$ cat src/rtl/display_cmd_pkg.sv
// display_cmd_pkg
//   Shared definitions for the sprite display command bus: field positions
//   and widths of the 32-bit command word, action/type codes, the idle word,
//   and the encoder FSM state type. The display components import the same
//   package so both ends agree on the word layout.
package display_cmd_pkg;

  // Command word layout: {component, child, action, type, toggle, data}
  localparam int COMP_LSB  = 26;
  localparam int COMP_W    = 6;
  localparam int CHILD_LSB = 21;
  localparam int CHILD_W   = 5;
  localparam int ACT_LSB   = 17;
  localparam int ACT_W     = 4;
  localparam int TYPE_LSB  = 14;
  localparam int TYPE_W    = 3;
  localparam int TOG_BIT   = 13;
  localparam int DATA_LSB  = 0;
  localparam int DATA_W    = 13;

  localparam logic [ACT_W-1:0] ACT_UPDATE = 4'b0001;
  localparam logic [ACT_W-1:0] ACT_SWAP   = 4'b1111;

  localparam logic [TYPE_W-1:0] TYPE_VISFLIP = 3'd1;
  localparam logic [TYPE_W-1:0] TYPE_X       = 3'd2;
  localparam logic [TYPE_W-1:0] TYPE_Y       = 3'd3;
  localparam logic [TYPE_W-1:0] TYPE_ATTR    = 3'd4;

  // Component 0 is never addressed, so the all-zero word is a bus no-op.
  localparam logic [31:0] IDLE_WORD = 32'h0;

  typedef enum logic [1:0] {
    ST_IDLE = 2'd0,
    ST_EMIT = 2'd1,
    ST_SWAP = 2'd2
  } enc_state_t;

  // Type code of update beat 0..3.
  function automatic logic [TYPE_W-1:0] beat_type(input logic [1:0] beat);
    logic [TYPE_W-1:0] t;
    case (beat)
      2'd0:    t = TYPE_VISFLIP;
      2'd1:    t = TYPE_X;
      2'd2:    t = TYPE_Y;
      default: t = TYPE_ATTR;
    endcase
    return t;
  endfunction

  // Data field of update beat 0..3; bits [12:10] are only used by beat 0.
  function automatic logic [DATA_W-1:0] beat_data(input logic [1:0] beat,
                                                  input logic       vis,
                                                  input logic       flip,
                                                  input logic [9:0] x,
                                                  input logic [9:0] y,
                                                  input logic [9:0] attr);
    logic [DATA_W-1:0] d;
    case (beat)
      2'd0:    d = {vis, flip, 11'b0};
      2'd1:    d = {3'b0, x};
      2'd2:    d = {3'b0, y};
      default: d = {3'b0, attr};
    endcase
    return d;
  endfunction

endpackage

$ cat src/rtl/cmd_word_pack.sv
// cmd_word_pack
//   Combinational packer for one display command word.
//   Ports:
//     comp_i   [5:0]  target component ID
//     child_i  [4:0]  child component field
//     action_i [3:0]  action code
//     type_i   [2:0]  word type code
//     toggle_i        buffer_toggle bit
//     data_i   [12:0] payload
//     word_o   [31:0] packed command word
module cmd_word_pack
  import display_cmd_pkg::*;
(
  input  logic [COMP_W-1:0]  comp_i,
  input  logic [CHILD_W-1:0] child_i,
  input  logic [ACT_W-1:0]   action_i,
  input  logic [TYPE_W-1:0]  type_i,
  input  logic               toggle_i,
  input  logic [DATA_W-1:0]  data_i,
  output logic [31:0]        word_o
);

  always_comb begin
    word_o                          = '0;
    word_o[COMP_LSB  +: COMP_W]     = comp_i;
    word_o[CHILD_LSB +: CHILD_W]    = child_i;
    word_o[ACT_LSB   +: ACT_W]      = action_i;
    word_o[TYPE_LSB  +: TYPE_W]     = type_i;
    word_o[TOG_BIT]                 = toggle_i;
    word_o[DATA_LSB  +: DATA_W]     = data_i;
  end

endmodule

$ cat src/rtl/sprite_cmd_encoder.sv
// sprite_cmd_encoder
//   Serialises sprite update requests into four command words each and, on
//   every frame boundary, broadcasts a buffer-swap word to component IDs
//   1..MAX_COMPONENT before flipping the back-buffer index.
//   Ports:
//     clk, reset          clock; synchronous active-low reset
//     upd_valid/upd_ready request handshake (see below)
//     upd_component..upd_attr  request fields, latched at the handshake
//     frame_start         vsync pulse requesting a buffer swap
//     writedata           registered command word (idle word when quiet)
//     back_buffer         buffer index targeted by updates
//     swap_done           one-cycle pulse after the last swap word
//     swap_overrun        sticky: frame_start seen while a swap was pending
//     dbg_state           current FSM state
//
//   Handshake: a request transfers on a rising edge where upd_valid and
//   upd_ready are both high. upd_ready is registered and is high only while
//   idle with no swap pending; it does not depend on upd_valid, and the
//   requester must hold its fields stable only up to the transfer edge.
module sprite_cmd_encoder
  import display_cmd_pkg::*;
#(
  parameter int MAX_COMPONENT = 12
) (
  input  logic        clk,
  input  logic        reset,
  input  logic        upd_valid,
  output logic        upd_ready,
  input  logic [5:0]  upd_component,
  input  logic [4:0]  upd_child,
  input  logic        upd_visible,
  input  logic        upd_flip,
  input  logic [9:0]  upd_x,
  input  logic [9:0]  upd_y,
  input  logic [9:0]  upd_attr,
  input  logic        frame_start,
  output logic [31:0] writedata,
  output logic        back_buffer,
  output logic        swap_done,
  output logic        swap_overrun,
  output enc_state_t  dbg_state
);

  localparam logic [5:0] MAX_ID = 6'(MAX_COMPONENT);

  enc_state_t  state_q, state_d;
  logic [1:0]  beat_q, beat_d;     // update beat currently on writedata
  logic [5:0]  id_q, id_d;         // swap ID currently on writedata
  logic        pending_q, pending_d;
  logic        ready_q, ready_d;
  logic        bb_q, bb_d;
  logic        done_q;
  logic        overrun_q;
  logic [31:0] wd_q, wd_d;

  // Latched request
  logic [5:0]  comp_q;
  logic [4:0]  child_q;
  logic        vis_q, flip_q;
  logic [9:0]  x_q, y_q, attr_q;

  logic        latch, enter_swap, swap_fin, emit_upd, emit_swap;
  logic [1:0]  upd_beat;
  logic [5:0]  swap_id;

  // Packer input mux
  logic [5:0]  src_comp;
  logic [4:0]  src_child;
  logic        src_vis, src_flip;
  logic [9:0]  src_x, src_y, src_attr;
  logic [COMP_W-1:0]  p_comp;
  logic [CHILD_W-1:0] p_child;
  logic [ACT_W-1:0]   p_act;
  logic [TYPE_W-1:0]  p_type;
  logic [DATA_W-1:0]  p_data;
  logic [31:0]        pack_word;

  // Next-state decision: which word (if any) is loaded at the next edge.
  always_comb begin
    state_d    = state_q;
    beat_d     = beat_q;
    id_d       = id_q;
    latch      = 1'b0;
    enter_swap = 1'b0;
    swap_fin   = 1'b0;
    emit_upd   = 1'b0;
    emit_swap  = 1'b0;
    upd_beat   = 2'd0;
    swap_id    = 6'd0;
    unique case (state_q)
      ST_IDLE: begin
        // A pending swap wins over a new request.
        if (pending_q) begin
          state_d    = ST_SWAP;
          id_d       = 6'd1;
          enter_swap = 1'b1;
          emit_swap  = 1'b1;
          swap_id    = 6'd1;
        end else if (upd_valid && ready_q) begin
          state_d  = ST_EMIT;
          beat_d   = 2'd0;
          latch    = 1'b1;
          emit_upd = 1'b1;
          upd_beat = 2'd0;
        end
      end
      ST_EMIT: begin
        if (beat_q != 2'd3) begin
          beat_d   = beat_q + 2'd1;
          emit_upd = 1'b1;
          upd_beat = beat_q + 2'd1;
        end else if (pending_q) begin
          state_d    = ST_SWAP;
          id_d       = 6'd1;
          enter_swap = 1'b1;
          emit_swap  = 1'b1;
          swap_id    = 6'd1;
        end else begin
          state_d = ST_IDLE;
        end
      end
      ST_SWAP: begin
        if (id_q != MAX_ID) begin
          id_d      = id_q + 6'd1;
          emit_swap = 1'b1;
          swap_id   = id_q + 6'd1;
        end else begin
          // Always pass through IDLE for a cycle before a further swap.
          state_d  = ST_IDLE;
          swap_fin = 1'b1;
        end
      end
      default: state_d = ST_IDLE;
    endcase
  end

  // The first beat is packed straight from the request inputs; later beats
  // come from the latched copy so input changes cannot leak in.
  assign src_comp  = latch ? upd_component : comp_q;
  assign src_child = latch ? upd_child     : child_q;
  assign src_vis   = latch ? upd_visible   : vis_q;
  assign src_flip  = latch ? upd_flip      : flip_q;
  assign src_x     = latch ? upd_x         : x_q;
  assign src_y     = latch ? upd_y         : y_q;
  assign src_attr  = latch ? upd_attr      : attr_q;

  always_comb begin
    p_comp  = '0;
    p_child = '0;
    p_act   = '0;
    p_type  = '0;
    p_data  = '0;
    if (emit_upd) begin
      p_comp  = src_comp;
      p_child = src_child;
      p_act   = ACT_UPDATE;
      p_type  = beat_type(upd_beat);
      p_data  = beat_data(upd_beat, src_vis, src_flip, src_x, src_y, src_attr);
    end else if (emit_swap) begin
      p_comp = swap_id;
      p_act  = ACT_SWAP;
    end
  end

  cmd_word_pack u_pack (
    .comp_i   (p_comp),
    .child_i  (p_child),
    .action_i (p_act),
    .type_i   (p_type),
    .toggle_i (bb_q),
    .data_i   (p_data),
    .word_o   (pack_word)
  );

  assign wd_d = (emit_upd || emit_swap) ? pack_word : IDLE_WORD;

  // A frame_start arriving while a swap is already pending is dropped; one
  // arriving during SWAP (pending already cleared) queues the next swap.
  assign pending_d = (pending_q && !enter_swap) || (frame_start && !pending_q);
  assign ready_d   = (state_d == ST_IDLE) && !pending_d;
  assign bb_d      = swap_fin ? ~bb_q : bb_q;

  always_ff @(posedge clk) begin
    if (!reset) begin
      state_q   <= ST_IDLE;
      beat_q    <= 2'd0;
      id_q      <= 6'd0;
      pending_q <= 1'b0;
      ready_q   <= 1'b0;
      bb_q      <= 1'b1;
      done_q    <= 1'b0;
      overrun_q <= 1'b0;
      wd_q      <= IDLE_WORD;
      comp_q    <= '0;
      child_q   <= '0;
      vis_q     <= 1'b0;
      flip_q    <= 1'b0;
      x_q       <= '0;
      y_q       <= '0;
      attr_q    <= '0;
    end else begin
      state_q   <= state_d;
      beat_q    <= beat_d;
      id_q      <= id_d;
      pending_q <= pending_d;
      ready_q   <= ready_d;
      bb_q      <= bb_d;
      done_q    <= swap_fin;
      overrun_q <= overrun_q | (frame_start & pending_q);
      wd_q      <= wd_d;
      if (latch) begin
        comp_q  <= upd_component;
        child_q <= upd_child;
        vis_q   <= upd_visible;
        flip_q  <= upd_flip;
        x_q     <= upd_x;
        y_q     <= upd_y;
        attr_q  <= upd_attr;
      end
    end
  end

  assign upd_ready    = ready_q;
  assign writedata    = wd_q;
  assign back_buffer  = bb_q;
  assign swap_done    = done_q;
  assign swap_overrun = overrun_q;
  assign dbg_state    = state_q;

endmodule

$ cat config.mk
export PLATFORM = sky130hd
export DESIGN_NAME = sprite_cmd_encoder
export DESIGN_NICKNAME = d
export VERILOG_FILES = /design/src/rtl/display_cmd_pkg.sv /design/src/rtl/cmd_word_pack.sv /design/src/rtl/sprite_cmd_encoder.sv
export SDC_FILE = /design/constraint.sdc
export NUM_CORES = 1
export LEC_CHECK = 0
export ABC_CLOCK_PERIOD_IN_PS = 2200
export BUFFER_PORTS_ARGS = -buffer_cell sky130_fd_sc_hd__buf_2
export CORE_MARGIN = 2
export CORE_UTILIZATION = 47
export DETAILED_ROUTE_END_ITERATION = 10
export HOLD_SLACK_MARGIN = 0.12
export PLACE_DENSITY = 0.75
export SYNTH_ARGS = -nofsm -noshare
export SYNTH_HDL_FRONTEND = slang
export SYNTH_SLANG_ARGS = --single-unit
$ cat constraint.sdc
create_clock -name clk -period 2.2 [get_ports clk]
set_clock_uncertainty 0.2 [all_clocks]
set_input_delay 0.11 -clock clk [delete_from_list [all_inputs] [get_ports clk]]
set_output_delay 0.11 -clock clk [all_outputs]
set_load 0.02 [all_outputs]
After elaboration in Yosys (flattened, before gate mapping) --
Cells that the tools add are included.
Storage, ports and cells: output and inout bits 38, bits of input ports 47, bits in registers 90, word-level logic and storage cells 100
Operators by class: reductions and logical operators 19, bitwise logic cells 5, mux-type cells 45, $add $sub $neg 2, equal/unequal tests 11
Operators by type and width (number):
- $mux 6 | 7
- $pmux 13 s3 | 1
- $pmux 6 s3 | 2
- $mux 10 | 3
- $mux 2 | 10
- $mux 1 | 14
- $ne 2x2->1 const B | 6
- $pmux 3 s3 | 1
- $add 6x1->6 const B | 1
- $logic_not 2->1 | 3
- $ne 6x4->1 const B | 1
- $pmux 2 s3 | 1
- $reduce_and 3->1 | 2
- $mux 5 | 1
- $eq 2x1->1 const B | 2
- $eq 2x2->1 const B | 2
- $logic_and 1x1->1 | 4
- $mux 4 | 1
- $pmux 1 s2 | 2
- $pmux 2 s2 | 1
- $reduce_and 4->1 | 1
- $logic_not 1->1 | 3
- $not 1->1 | 3
- $pmux 1 s3 | 1
- other kinds (8) | 9

Longest topological paths before layout --
Gate-level depths: netlist of the first run.
depth in word-level cells 8, mapped depth 9, mapped depth without buffers 8

Cells and area by module --
Synthesis of the first run repeated with hierarchy kept, for this count alone.
Unflattened totals: cell total of the unflattened synthesis 458, area total of the unflattened synthesis 4135.2 um^2
Modules (own cells, without submodules):
- sprite_cmd_encoder | seq. area each 1801.7 um^2, cells an instance 426, area each 3895.0 um^2, times used 1
- cmd_word_pack | seq. area each 0.0 um^2, cells an instance 32, area each 240.2 um^2, times used 1

Worst setup path before layout of the first run --
OpenSTA, ideal clock, no wires.
kind register to register, from reg state_q[1] (netlist: dbg_state[1]), to reg wd_q[5] (netlist: writedata[5]), data arrival time 1.998 ns, setup time 0.083 ns, cell stages (with the launch flop) 10, slack -0.082 ns, period minus slack after synthesis 2.282 ns, required time 1.917 ns, buffers on the path 2, cells stage by stage dfxtp_1 -> buf_4 -> inv_2 -> buf_2 -> nand3_1 -> inv_1 -> ha_1 -> nand3b_1 -> a211o_1 -> o221ai_1
On the way: longest elaborated chain between the ends 4, elaborated cells on any way between the ends 16, those cells by class eq/ne: 4; mux: 8; reduce/logical: 4
Ends and longest elaborated chain:
- start: declaration | line sprite_cmd_encoder.sv:46 | enc_state_t state_q, state_d;
- start signal: assignment | line sprite_cmd_encoder.sv:202 | state_q <= state_d;
- $eq 2x1->1 (tied with other cells) | line sprite_cmd_encoder.sv:90 | unique case (state_q)
- $mux 2 (tied with other cells)
- $eq 2x2->1 (tied with other cells) | line display_cmd_pkg.sv:58 | case (beat)
- $pmux 13 s3 / $reduce_and 3->1 (equally long branches)
- end signal: assignment | line sprite_cmd_encoder.sv:210 | wd_q <= wd_d;
- end: declaration | line sprite_cmd_encoder.sv:54 | logic [31:0] wd_q, wd_d;
Several ways; a longest one is shown, not always the timed one. A chain may end at the register's enable or synchronous reset.

Worst setup path in the final report of the first run --
from reg beat_q[0], to reg wd_q[5] (netlist: writedata[5])
On the way: longest elaborated chain between the ends 5, elaborated cells on any way between the ends 14, those cells by class add/sub: 1; eq/ne: 3; mux: 7; reduce/logical: 3
Ends and longest elaborated chain:
- start: declaration | line sprite_cmd_encoder.sv:47 | logic [1:0] beat_q, beat_d;
- start signal: assignment | line sprite_cmd_encoder.sv:203 | beat_q <= beat_d;
- $add 2x1->2 / $ne 2x2->1 (equally long branches) | line sprite_cmd_encoder.sv:111, sprite_cmd_encoder.sv:108
- $mux 2 / $mux 1 (equally long branches) | line sprite_cmd_encoder.sv:108 | if (beat_q != 2'd3) begin
- $mux 2 (tied with other cells)
- $eq 2x2->1 (tied with other cells) | line display_cmd_pkg.sv:58
- $pmux 13 s3 / $reduce_and 3->1 (equally long branches)
Several ways; a longest one is shown, not always the timed one.

==> impl_results.md, run 1 <==
* Area added between synthesis and finish at 34.61%
* Flop pwr share at a little over half
* Clock power frac at 34.7%
* Leading post-synthesis cells by cell area: sky130_fd_sc_hd__dfxtp_1, sky130_fd_sc_hd__mux2i_1, sky130_fd_sc_hd__a21oi_1
* Final setup violation count at 0
* Number of detailed-routing iterations run before antenna repair at 4
* Number of buffers between clock root and the deepest sink at 2
* Yosys warning count at 0
* Met3 track demand over resource in global routing at 5.504%
* Top-area cell type share of the netlist area at between 50% and 60%
* Clock Tree Root: sky130_fd_sc_hd__clkbuf_8
* Fraction of the yosys area taken by sequential cells at between 50% and 60%
* Largest delay contributor family on the critical path: adder cells
* Post-layout net count at 519
* Wire length of the first global-routing pass at 13,090 um
* Number of antenna diodes at 0
* Longest individual stage delay on the worst path at 0.33 ns
* Leakage power at between 1.5 and 2 nW
* Mapped cell area at about 3400 um^2
* Final Hold Viols at 0
* Share of power burned in combinational logic at around 12%
* Cells traversed along the worst timing path: ha_1 > nand3_1 > inv_1 > ha_2 > nand3b_1 > buf_12 > a211o_1 > o221ai_1
* Last weighted congestion value of the routability-driven placer at slightly below 0.9
* Critical path buffers and inverters at 2
* Initial Util at 48.94%
* Core box area at between 6000 and 7000 um^2
* Utilization of the core after routing at about two thirds
* Post-detailed-route count of antenna-violating nets at 0
* Clock latency at the later pin of the worst-skew pair at ~0.35 ns
* Cell area power density at just under 700 nW/um^2
* Startpoint class of the critical path: flip-flop
* Class of the tightest hold or removal check: in2reg
* Dominant cell type by area after synthesis: sky130_fd_sc_hd__dfxtp_1
* GR Util All Layers at a little over a fifth
* Horizontal die dimension at roughly 90 um
* DR iter-0 viols at roughly 110
* Final cycle utilization of the critical path at 93.45%
* Switch share at between 20 and 25%
* Met2 usage in global routing at a little over a third
* Number of synthesized flops with an enable pin at 0
* Maximum vdd ir drop at roughly 0.44 mV
* Top-level I/O count at 85
* Gate Count Post-Synth at around 340
* Sort of element at the end of the critical path: flip-flop
* CP arrival at around 2.1 ns
* Routed wire per std cell at ~15 um
* Routing usage on met1 at 27.97%
* Maximum number of pins on one net before global-route repair at 38
* Cell Rows at 30
* Final period demand of the worst path at ~2.1 ns
* Vias after detailed routing at 2,929
* HPWL Detailed at ~5400 um
* H-tree level count at 3
* Int Power at 2.307 mW
* Highest achievable clock rate at ~490 MHz
* TritonCTS clock tree: yes
* Synth cell count leaders: sky130_fd_sc_hd__dfxtp_1, sky130_fd_sc_hd__nor2_1, sky130_fd_sc_hd__mux2i_1
* Number of synthesized register bits at 87
* Count of clock tree sinks at between 80 and 90
* Overflow left after global routing at 0
* WS Path Type: reg2reg
* Worst setup margin at ~0.14 ns
* Worst-margin pin slew at 0.5165 ns
* Area after detailed placement at around 3900 um^2
* Number of remaining DRC errors at 0
* Post-synth net total at roughly 390
* Max_cap viols at 0
* Setup Total Neg Slack at 0 ns
* Via count of the first global-routing pass at between 2,000 and 3,000
* Asr flop ratio synth at 0%
* Die extent in y at approximately 89 um
* Aggregate routed wire length at ~8400 um
* Most Used Layer, Global Route: met2
* Top flip-flop cell by instance count after synthesis: sky130_fd_sc_hd__dfxtp_1
* Unrepaired setup endpoints after global routing: no
* Post-synth cell types at 45
* Post-Synthesis Mean Instance Area at between 10 and 15 um^2
* Final Max Slew Viols at 0
* Worst Path Required at roughly 2.3 ns
* Layout cell share with drive strength beyond 1 at a little over a quarter
* Result of the run: finished clean
* Highest-delay cell along the critical path: sky130_fd_sc_hd__dfxtp_1
* Clock-pin slew of the registers on the worst-case setup and hold paths at 0.08 ns
* Switching power at approximately 0.77 mW
* Number of vias per cell at a little over 5
* Worst-path maximum fanout at 10
* Number of buffers created by CTS at 9
* Worst slew slack as a fraction of its limit at 65.36%
* Final Cell Area at 4526 um^2
* Port Buf Inserts at 83
* Area of the die at a little under 8000 um^2
* Worst setup slack for register-to-register paths at 0.14 ns
* Most used standard cell by instance count after synthesis: sky130_fd_sc_hd__dfxtp_1
* Number of antenna violations at the first check in global routing at 0
* Worst setup timing slack at the placement stage at -0.08675 ns
[layout by cell type, fill, tap and decap left out, drive strengths merged, types with 2 or more instances in the layout]
cell	instances
a21oi	29
a211o	11
clkinvlp	2
nor2	37
nor3b	2
mux2i	28
buf	97
dlygate4sd3	45
ha	7
a31oi	2
and4bb	2
clkinv	3
o21a	5
inv	9
xor2	2
nor3	7
clkbuf	11
nand2	11
and3	3
o21ai	17
dfxtp	87
a21o	2
nand3	25
nand2b	2
o221ai	10
xnor2	2
[timing repair]
| item | 4_1_cts | 5_1_grt |
|---|---|---|
| buffers inserted | 1 | 0 |
| setup endpoints to repair | 10 | 10 |
| resized for setup | 0 | 3 |
| hold buffers | 45 | 0 |
| pin swaps | 0 | 0 |
| cloned | 0 | 0 |
| endpoints found under the hold margin | 77 | 0 |
[layer usage]
metal  wire length [um]  up-vias
li1                   -     1439
met3                376        6
met5                  0        -
met4                 47        0
met2               4181       77
met1               3806     1407
[flip-flops by register name, indices dropped and copies added (netlist names), 2 cells and up]
register,flops
writedata,29
attr_q,10
x_q,10
y_q,10
comp_q,6
id_q,6
child_q,5
beat_q,2
dbg_state,2
[worst paths after layout]
kind	cells after the start	end	from
max	8	writedata[5]$_SDFF_PN0_	beat_q[0]$_SDFFE_PN0P_
min	4	x_q[0]$_SDFF_PN0_	upd_valid
min reg2reg	2	writedata[13]$_SDFF_PN0_	back_buffer$_SDFFE_PN1P_
max reg2reg	8	writedata[5]$_SDFF_PN0_	beat_q[0]$_SDFFE_PN0P_
[power groups by stage]
stage,sequential (mW),clock (mW),combinational (mW)
after floorplan,1.69,0,0.178
after global placement,1.67,0,0.299
after detailed placement,1.67,0,0.303
after CTS,1.64,1.10,0.368
after global routing,1.64,1.16,0.404
final,1.64,1.07,0.372
[through the flow]
stage,hold slack (ns),power [mW],std cells
4_1_cts,0.2099,3.103,566
6_report,0.2303,3.074,566
2_1_floorplan,-0.01255,1.866,335
3_5_place_dp,0.1103,1.976,504
3_3_place_gp,0.1092,1.969,504
5_1_grt,0.2303,3.201,566
[worst register-to-register path, delay by kind of cell (launching register included)]
family                     cells  cell delay (ns)
adders and majority gates      2             0.51
AOI/OAI and AO/OA              2             0.35
DFF                            1             0.33
and+or+nand+nor                2             0.32
buffers and inverters          2             0.28
[cell type report]
class,instances,area (um^2)
Tap cell,96,120.1
Clock buffer,11,131.4
Timing Repair Buffer,142,996.0
Clock inverter,5,58.81
Inverter,10,37.54
Fill cell,564,2344
Multi-Input combinational cell,215,1439
Sequential cell,87,1743
[cells by family (layout without fill, tap and decap cells)]
group	count (synthesis)	count (layout)	share of synthesized area (%)
compound gates	79	79	15.56
xor+xnor	4	4	1.042
fa+ha+maj	7	7	2.605
buf+inv	33	168	5.619
flops	87	87	51.80
mux	28	28	8.336
other cells	1	1	0.1115
simple gates	96	96	14.92
Note: power is estimated with default switching activity, not from simulation.
==> inputs of run 2 (changes only) <==
--- a/config.mk
+++ b/config.mk
@@ -5,13 +5,14 @@
 export SDC_FILE = /design/constraint.sdc
 export NUM_CORES = 1
 export LEC_CHECK = 0
-export ABC_CLOCK_PERIOD_IN_PS = 2200
+export ABC_CLOCK_PERIOD_IN_PS = 2530
 export BUFFER_PORTS_ARGS = -buffer_cell sky130_fd_sc_hd__buf_2
 export CORE_MARGIN = 2
-export CORE_UTILIZATION = 47
+export CORE_UTILIZATION = 51
 export DETAILED_ROUTE_END_ITERATION = 10
 export HOLD_SLACK_MARGIN = 0.12
 export PLACE_DENSITY = 0.75
 export SYNTH_ARGS = -nofsm -noshare
 export SYNTH_HDL_FRONTEND = slang
+export SYNTH_HIERARCHICAL = 1
 export SYNTH_SLANG_ARGS = --single-unit
==> constraint.sdc (replaced) <==
create_clock -name clk -period 2.53 [get_ports clk]
set_clock_uncertainty 0.2 [all_clocks]
set_input_delay 0.1265 -clock clk [delete_from_list [all_inputs] [get_ports clk]]
set_output_delay 0.1265 -clock clk [all_outputs]
set_load 0.02 [all_outputs]
==> impl_results.md, run 2 <==
* Result of the run: finished clean
* Asr flop ratio synth at 0%
* Post-synth cell types at 45
* Routed wire per std cell at between 15 and 20 um
* Horizontal die dimension at 94.05 um
* Sort of element at the end of the critical path: flip-flop
* TritonCTS clock tree: yes
* Area after detailed placement at about 4400 um^2
* Top-level I/O count at between 80 and 90
* Post-layout net count at around 610
* Number of vias per cell at approximately 5.3
* Number of buffers created by CTS at 9
* Final Cell Area at just over 5000 um^2
* Final setup violation count at 0
* Final cycle utilization of the critical path at just over 90%
* Mapped cell area at 4135 um^2
* Synth cell count leaders: sky130_fd_sc_hd__dfxtp_1, sky130_fd_sc_hd__nand2_1, sky130_fd_sc_hd__nand3_1
* Worst Path Required at approximately 2.6 ns
* Placed insts at about 590
* DR iter-0 viols at approximately 260
* Highest achievable clock rate at approximately 430 MHz
* Final Hold Viols at 0
* Fraction of the yosys area taken by sequential cells at 43.57%
* WS Path Type: reg2reg
* Clock-pin slew of the registers on the worst-case setup and hold paths at 0.10 ns
* Leading cell types in the layout, fill and taps excluded: sky130_fd_sc_hd__dfxtp_1, sky130_fd_sc_hd__buf_2, sky130_fd_sc_hd__dlygate4sd3_1
* Leakage power at roughly 2.2 nW
* GR Util All Layers at a little under a quarter
* Number of synthesized flops with an enable pin at 0
* Number of antenna diodes at 0
* Final cell count without fillers at about 660
* Cell area power density at ~560 nW/um^2
* Number of synthesized register bits at 90
* Die extent in y at 94.05 um
* Maximum number of pins on one net before global-route repair at 92
* Footprint of the multi-input gates at 1896 um^2
* Overflow left after global routing at 0
* Count of clock tree sinks at 90
* Final Max Slew Viols at 0
* Clock latency at the later pin of the worst-skew pair at roughly 0.36 ns
* Setup fix buffers added after clock tree synthesis at 0
* Clock Tree Root: sky130_fd_sc_hd__clkbuf_8
* Area of the die at between 8000 and 9000 um^2
* Yosys warning count at 6
* Core box area at between 7000 and 8000 um^2
* Number of flip-flops under the largest register name at 32
* Port Buf Inserts at 84
* Setup Total Neg Slack at 0 ns
* Aggregate routed wire length at ~10000 um
* Reg area at around 1800 um^2
* Post-Synthesis Mean Instance Area at between 9 and 10 um^2
* Leading post-synthesis cells by cell area: sky130_fd_sc_hd__dfxtp_1, sky130_fd_sc_hd__buf_4, sky130_fd_sc_hd__a21boi_0
* Number of antenna violations at the first check in global routing at 0
* Number of detailed-routing iterations run before antenna repair at 4
* Startpoint class of the critical path: flip-flop
* Worst slew slack as a fraction of its limit at about 63%
* HPWL Detailed at 6320 um
* Unrepaired setup endpoints after global routing: no
* Top flip-flop cell by instance count after synthesis: sky130_fd_sc_hd__dfxtp_1
* Maximum vdd ir drop at about 0.28 mV
* Final period demand of the worst path at roughly 2.3 ns
* Dominant cell type by area after synthesis: sky130_fd_sc_hd__dfxtp_1
* Worst-margin pin slew at ~0.55 ns
* Initial Util at 52.96%
* Class of the tightest hold or removal check: in2reg
* Last weighted congestion value of the routability-driven placer at 0.8022
* Top-area cell type share of the netlist area at between 40% and 50%
* Post-detailed-route count of antenna-violating nets at 0
* Final Total Pwr at 2.883 mW
* Worst setup margin at roughly 0.2 ns
* Post-synth net total at between 500 and 600
* Worst setup timing slack at the placement stage at between 0.1 and 0.15 ns
* Hold WS at between 0.2 and 0.3 ns
* Vias after detailed routing at about 3,500
* Number of buffers between clock root and the deepest sink at 2
* Worst-path maximum fanout at 10
* Area added between synthesis and finish at 24.05%
* Via count of the first global-routing pass at 3,331
* H-tree level count at 3
* CP arrival at between 2 and 2.5 ns
* Leading cell type in the layout, fill and taps excluded: sky130_fd_sc_hd__dfxtp_1
* Most used standard cell by instance count after synthesis: sky130_fd_sc_hd__dfxtp_1
* Max_cap viols at 0
* Gate Count Post-Synth at 458
* Layout cell share with drive strength beyond 1 at a little over a fifth
* Cell Rows at 32
* Utilization of the core after routing at between 60% and 70%
* Fill cells at between 600 and 700
* Number of remaining DRC errors at 0
* Wire length of the first global-routing pass at 15,960 um
run 2: cell count changes in the layout (fill, tap and decap cells not counted), sizes merged, moves of 9 or more:
cell / before / now
a21boi: 1 / 33
and3: 3 / 34
nand2: 11 / 38
nor2: 37 / 14
nor2b: 0 / 15
o21ai: 17 / 32
a21oi: 29 / 15
nand3: 25 / 37
a211o: 11 / 1
o311a: 0 / 10
o221ai: 10 / 1
run 2: cell type report:
cell class                 instances  share of cell area, %
timing repair buffer             151                  20.98
clock buffer                      10                  2.683
clock inverter                     6                  1.268
sequential                        90                  35.12
inverter                           7                 0.5122
tap                              102                  2.488
multi-input combinational        293                  36.95
run 2: timing repair:
item                                   in CTS  in global routing
setup endpoints to repair                   0                 10
resized for setup                           0                  1
hold buffers                               51                  0
endpoints found under the hold margin      89                  0
run 2: path summary, 6_finish.rpt:
| kind | endpoint | slack [ns] | cells past startpoint | start |
|---|---|---|---|---|
| worst max register to register | writedata[1]$_SDFF_PN0_ | 0.20 | 8 | beat_q[0]$_SDFFE_PN0P_ |
| worst min register to register | beat_q[1]$_SDFFE_PN0P_ | 0.27 | 2 | beat_q[1]$_SDFFE_PN0P_ |
| worst min-delay path | attr_q[5]$_SDFF_PN0_ | 0.25 | 4 | upd_valid |
| worst max-delay path | writedata[1]$_SDFF_PN0_ | 0.20 | 8 | beat_q[0]$_SDFFE_PN0P_ |
run 2: worst max-delay path, stage by stage, from the launching register on:
cell,delay [ns]
sky130_fd_sc_hd__dfxtp_1,0.34
sky130_fd_sc_hd__ha_1,0.22
sky130_fd_sc_hd__nor4b_2,0.27
sky130_fd_sc_hd__buf_4,0.19
sky130_fd_sc_hd__ha_1,0.14
sky130_fd_sc_hd__clkinv_1,0.32
sky130_fd_sc_hd__a21oi_1,0.29
sky130_fd_sc_hd__o311a_1,0.18
sky130_fd_sc_hd__and3_1,0.14
run 2: metal layers:
layer | wire [um] | vias to the layer above | global-route usage [%]
li1 | - | 1749 | -
met1 | 4628 | 1618 | 32.24
met2 | 4486 | 127 | 35.18
met3 | 673 | 25 | 3.210
met4 | 210 | 0 | 9.420
met5 | 0 | - | 0
run 2: kinds of logic after synthesis:
kind of cell / Yosys count / share of synthesized area [%]
multiplexers: 23 / 5.567
adder cells (fa/ha/maj): 7 / 2.118
buffers and inverters: 75 / 10.80
AO/OA/AOI/OAI: 102 / 16.13
XOR/XNOR: 6 / 1.271
AND/OR/NAND/NOR: 154 / 20.45
flip-flops: 90 / 43.57
other: 1 / 0.09068
run 2: power breakdown:
group / switching [mW] / total [mW] / leakage [nW] / internal, mW
Combinational: 0.224 / 0.401 / 1.40 / 0.176
Clock: 0.522 / 1.01 / 0.103 / 0.485
Sequential: 0.0205 / 1.47 / 0.728 / 1.45
Total: 0.767 / 2.88 / 2.23 / 2.12
==> inputs of run 3 (changes only) <==
--- a/config.mk
+++ b/config.mk
@@ -5,7 +5,7 @@
 export SDC_FILE = /design/constraint.sdc
 export NUM_CORES = 1
 export LEC_CHECK = 0
-export ABC_CLOCK_PERIOD_IN_PS = 2530
+export ABC_CLOCK_PERIOD_IN_PS = 2800
 export BUFFER_PORTS_ARGS = -buffer_cell sky130_fd_sc_hd__buf_2
 export CORE_MARGIN = 2
 export CORE_UTILIZATION = 51
==> constraint.sdc (replaced) <==
create_clock -name clk -period 2.8 [get_ports clk]
set_clock_uncertainty 0.2 [all_clocks]
set_input_delay 0.14 -clock clk [delete_from_list [all_inputs] [get_ports clk]]
set_output_delay 0.14 -clock clk [all_outputs]
set_load 0.1 [all_outputs]
==> impl_results.md, run 3 (synthesis gave the netlist of run 2 again) <==
* Class of the tightest hold or removal check: in2reg
* Layout cell share with drive strength beyond 1 at a little over a fifth
* GR Util All Layers at between 20% and 30%
* Die extent in y at ~94 um
* Aggregate routed wire length at ~10,000 um
* Utilization of the core after routing at around two thirds
* Overflow left after global routing at 0
* CP arrival at ~2.6 ns
* Wire length of the first global-routing pass at about 16,000 um
* Horizontal die dimension at ~94 um
* Routed wire per std cell at around 15 um
* Post-detailed-route count of antenna-violating nets at 0
* Final Max Slew Viols at 0
* Initial Util at between 50% and 60%
* Final period demand of the worst path at about 2.6 ns
* Maximum vdd ir drop at 0.3222 mV
* Count of clock tree sinks at 90
* Result of the run: finished clean
* Start of the worst register-to-register path: dbg_state[1]$_SDFF_PN0_
* Highest achievable clock rate at approximately 390 MHz
* Fill cells at about 670
* Last weighted congestion value of the routability-driven placer at 0.7754
* Leakage power at between 2 and 2.5 nW
* HPWL Detailed at roughly 6400 um
* Area of the die at 8844 um^2
* Hold_sp: upd_valid
* Post-layout net count at approximately 600
* Core box area at about 7800 um^2
* Share of power burned in combinational logic at about 15%
* Final cycle utilization of the critical path at approximately 90%
* Number of detailed-routing iterations run before antenna repair at 5
* Final Cell Area at ~5000 um^2
* Leading cell types in the layout, fill and taps excluded: sky130_fd_sc_hd__dfxtp_1, sky130_fd_sc_hd__buf_2, sky130_fd_sc_hd__dlygate4sd3_1
* Worst-margin pin slew at around 0.66 ns
* Unrepaired setup endpoints after global routing: no
* Sort of element at the end of the critical path: flip-flop
* Clock power frac at ~37%
* Area added between synthesis and finish at 22.42%
* Launch point of the critical path: dbg_state[1]$_SDFF_PN0_
* Number of buffers created by CTS at 9
* Startpoint class of the critical path: flip-flop
* Switch share at 27.04%
* DR iter-0 viols at ~230
* Max_cap viols at 0
* Final Hold Viols at 0
* Number of flip-flops under the largest register name at 32
* PostCTS Resize Cnt at 0
* Worst-path maximum fanout at 29
* Number of remaining DRC errors at 0
* Clock Tree Root: sky130_fd_sc_hd__clkbuf_8
* Maximum number of pins on one net before global-route repair at 42
* Top-level I/O count at 85
* Leading cell type in the layout, fill and taps excluded: sky130_fd_sc_hd__dfxtp_1
* Final setup violation count at 0
* H-tree level count at 3
* Most frequent CP cell: sky130_fd_sc_hd__buf_4
* Cell area power density at ~550 nW/um^2
* Via count of the first global-routing pass at between 3,000 and 4,000
* Area after detailed placement at approximately 4400 um^2
* Clock-pin slew of the registers on the worst-case setup and hold paths at roughly 0.090 ns
* Setup Total Neg Slack at 0 ns
* Clock latency at the later pin of the worst-skew pair at approximately 0.36 ns
* Number of buffers between clock root and the deepest sink at 2
* Reg area at ~1800 um^2
* TritonCTS clock tree: yes
* Worst Path Required at approximately 2.9 ns
* Worst slew slack as a fraction of its limit at 56.26%
* Number of antenna diodes at 0
* Footprint of the multi-input gates at ~1900 um^2
* Switching power at 0.7551 mW
* Longest individual stage delay on the worst path at between 0.5 and 0.6 ns
* Number of vias per cell at ~5.4
* WS Path Type: reg2reg
* Flop pwr share at between 40% and 50%
* Highest-delay cell along the critical path: sky130_fd_sc_hd__dlygate4sd3_1
* Vias after detailed routing at approximately 3,500
* Int Power at a little over 2 mW
* Cells traversed along the worst timing path: buf_4 > nor2_8 > buf_4 > mux2i_1 > nor2b_1 > dlygate4sd3_1
* Number of antenna violations at the first check in global routing at 0
* Cell Rows at 32
* Port Buf Inserts at 84
==> run 3: worst max-delay path: cells and delay by family, from the launching register on <==
family        cells  cell delay (ns)
simple gates      2             0.55
buf+inv           3             1.05
mux               1             0.25
flops             1             0.42
==> run 3: final timing paths <==
path                                               end  slack, ns  cells after the start
worst max-delay path             child_q[4]$_SDFF_PN0_       0.20                      6
worst min-delay path                 y_q[5]$_SDFF_PN0_       0.15                      5
worst max register to register   child_q[4]$_SDFF_PN0_       0.20                      6
worst min register to register  beat_q[1]$_SDFFE_PN0P_       0.28                      2
==> run 3: layout make-up <==
| class | instances | share of cell area [%] |
|---|---|---|
| inverters | 7 | 0.5190 |
| clock inverters | 3 | 1.359 |
| well taps | 102 | 2.521 |
| flip-flops and latches | 90 | 35.69 |
| multi-input cells | 293 | 37.40 |
| repair buffers | 142 | 19.18 |
| clock buffers | 13 | 3.337 |
==> run 3: repair_timing <==
action	in CTS	in global routing
endpoints found under the setup margin	0	0
endpoints found under the hold margin	59	0
hold buffers	46	0
buffers inserted	0	0
==> run 3: per-stage QoR <==
stage,cells,hold slack (ns),total power [mW],worst slack (ns)
after floorplan,458,0.06572,1.657,0.1234
after global placement,588,0.1892,1.730,0.4513
after detailed placement,588,0.1989,1.737,0.3406
after CTS,650,0.1517,2.804,0.2209
after global routing,650,0.1754,2.890,0.1024
final,650,0.1458,2.793,0.2039
==> run 3: power groups by stage <==
stage	combinational [mW]	clock, mW	sequential [mW]
global placement	0.363	0	1.37
global route	0.451	1.10	1.34
finish	0.420	1.03	1.34
floorplan	0.200	0	1.46
CTS	0.418	1.05	1.34
detailed placement	0.368	0	1.37
==> run 3: layer usage <==
layer / GRT usage (%) / part of all wire (%) / up-vias
met1: 31.65 / 47 / 1641
met3: 3.371 / 5.6 / 18
met5: 0 / 0 / -
met4: 11.35 / 2.1 / 0
li1: - / - / 1726
met2: 36.73 / 46 / 131
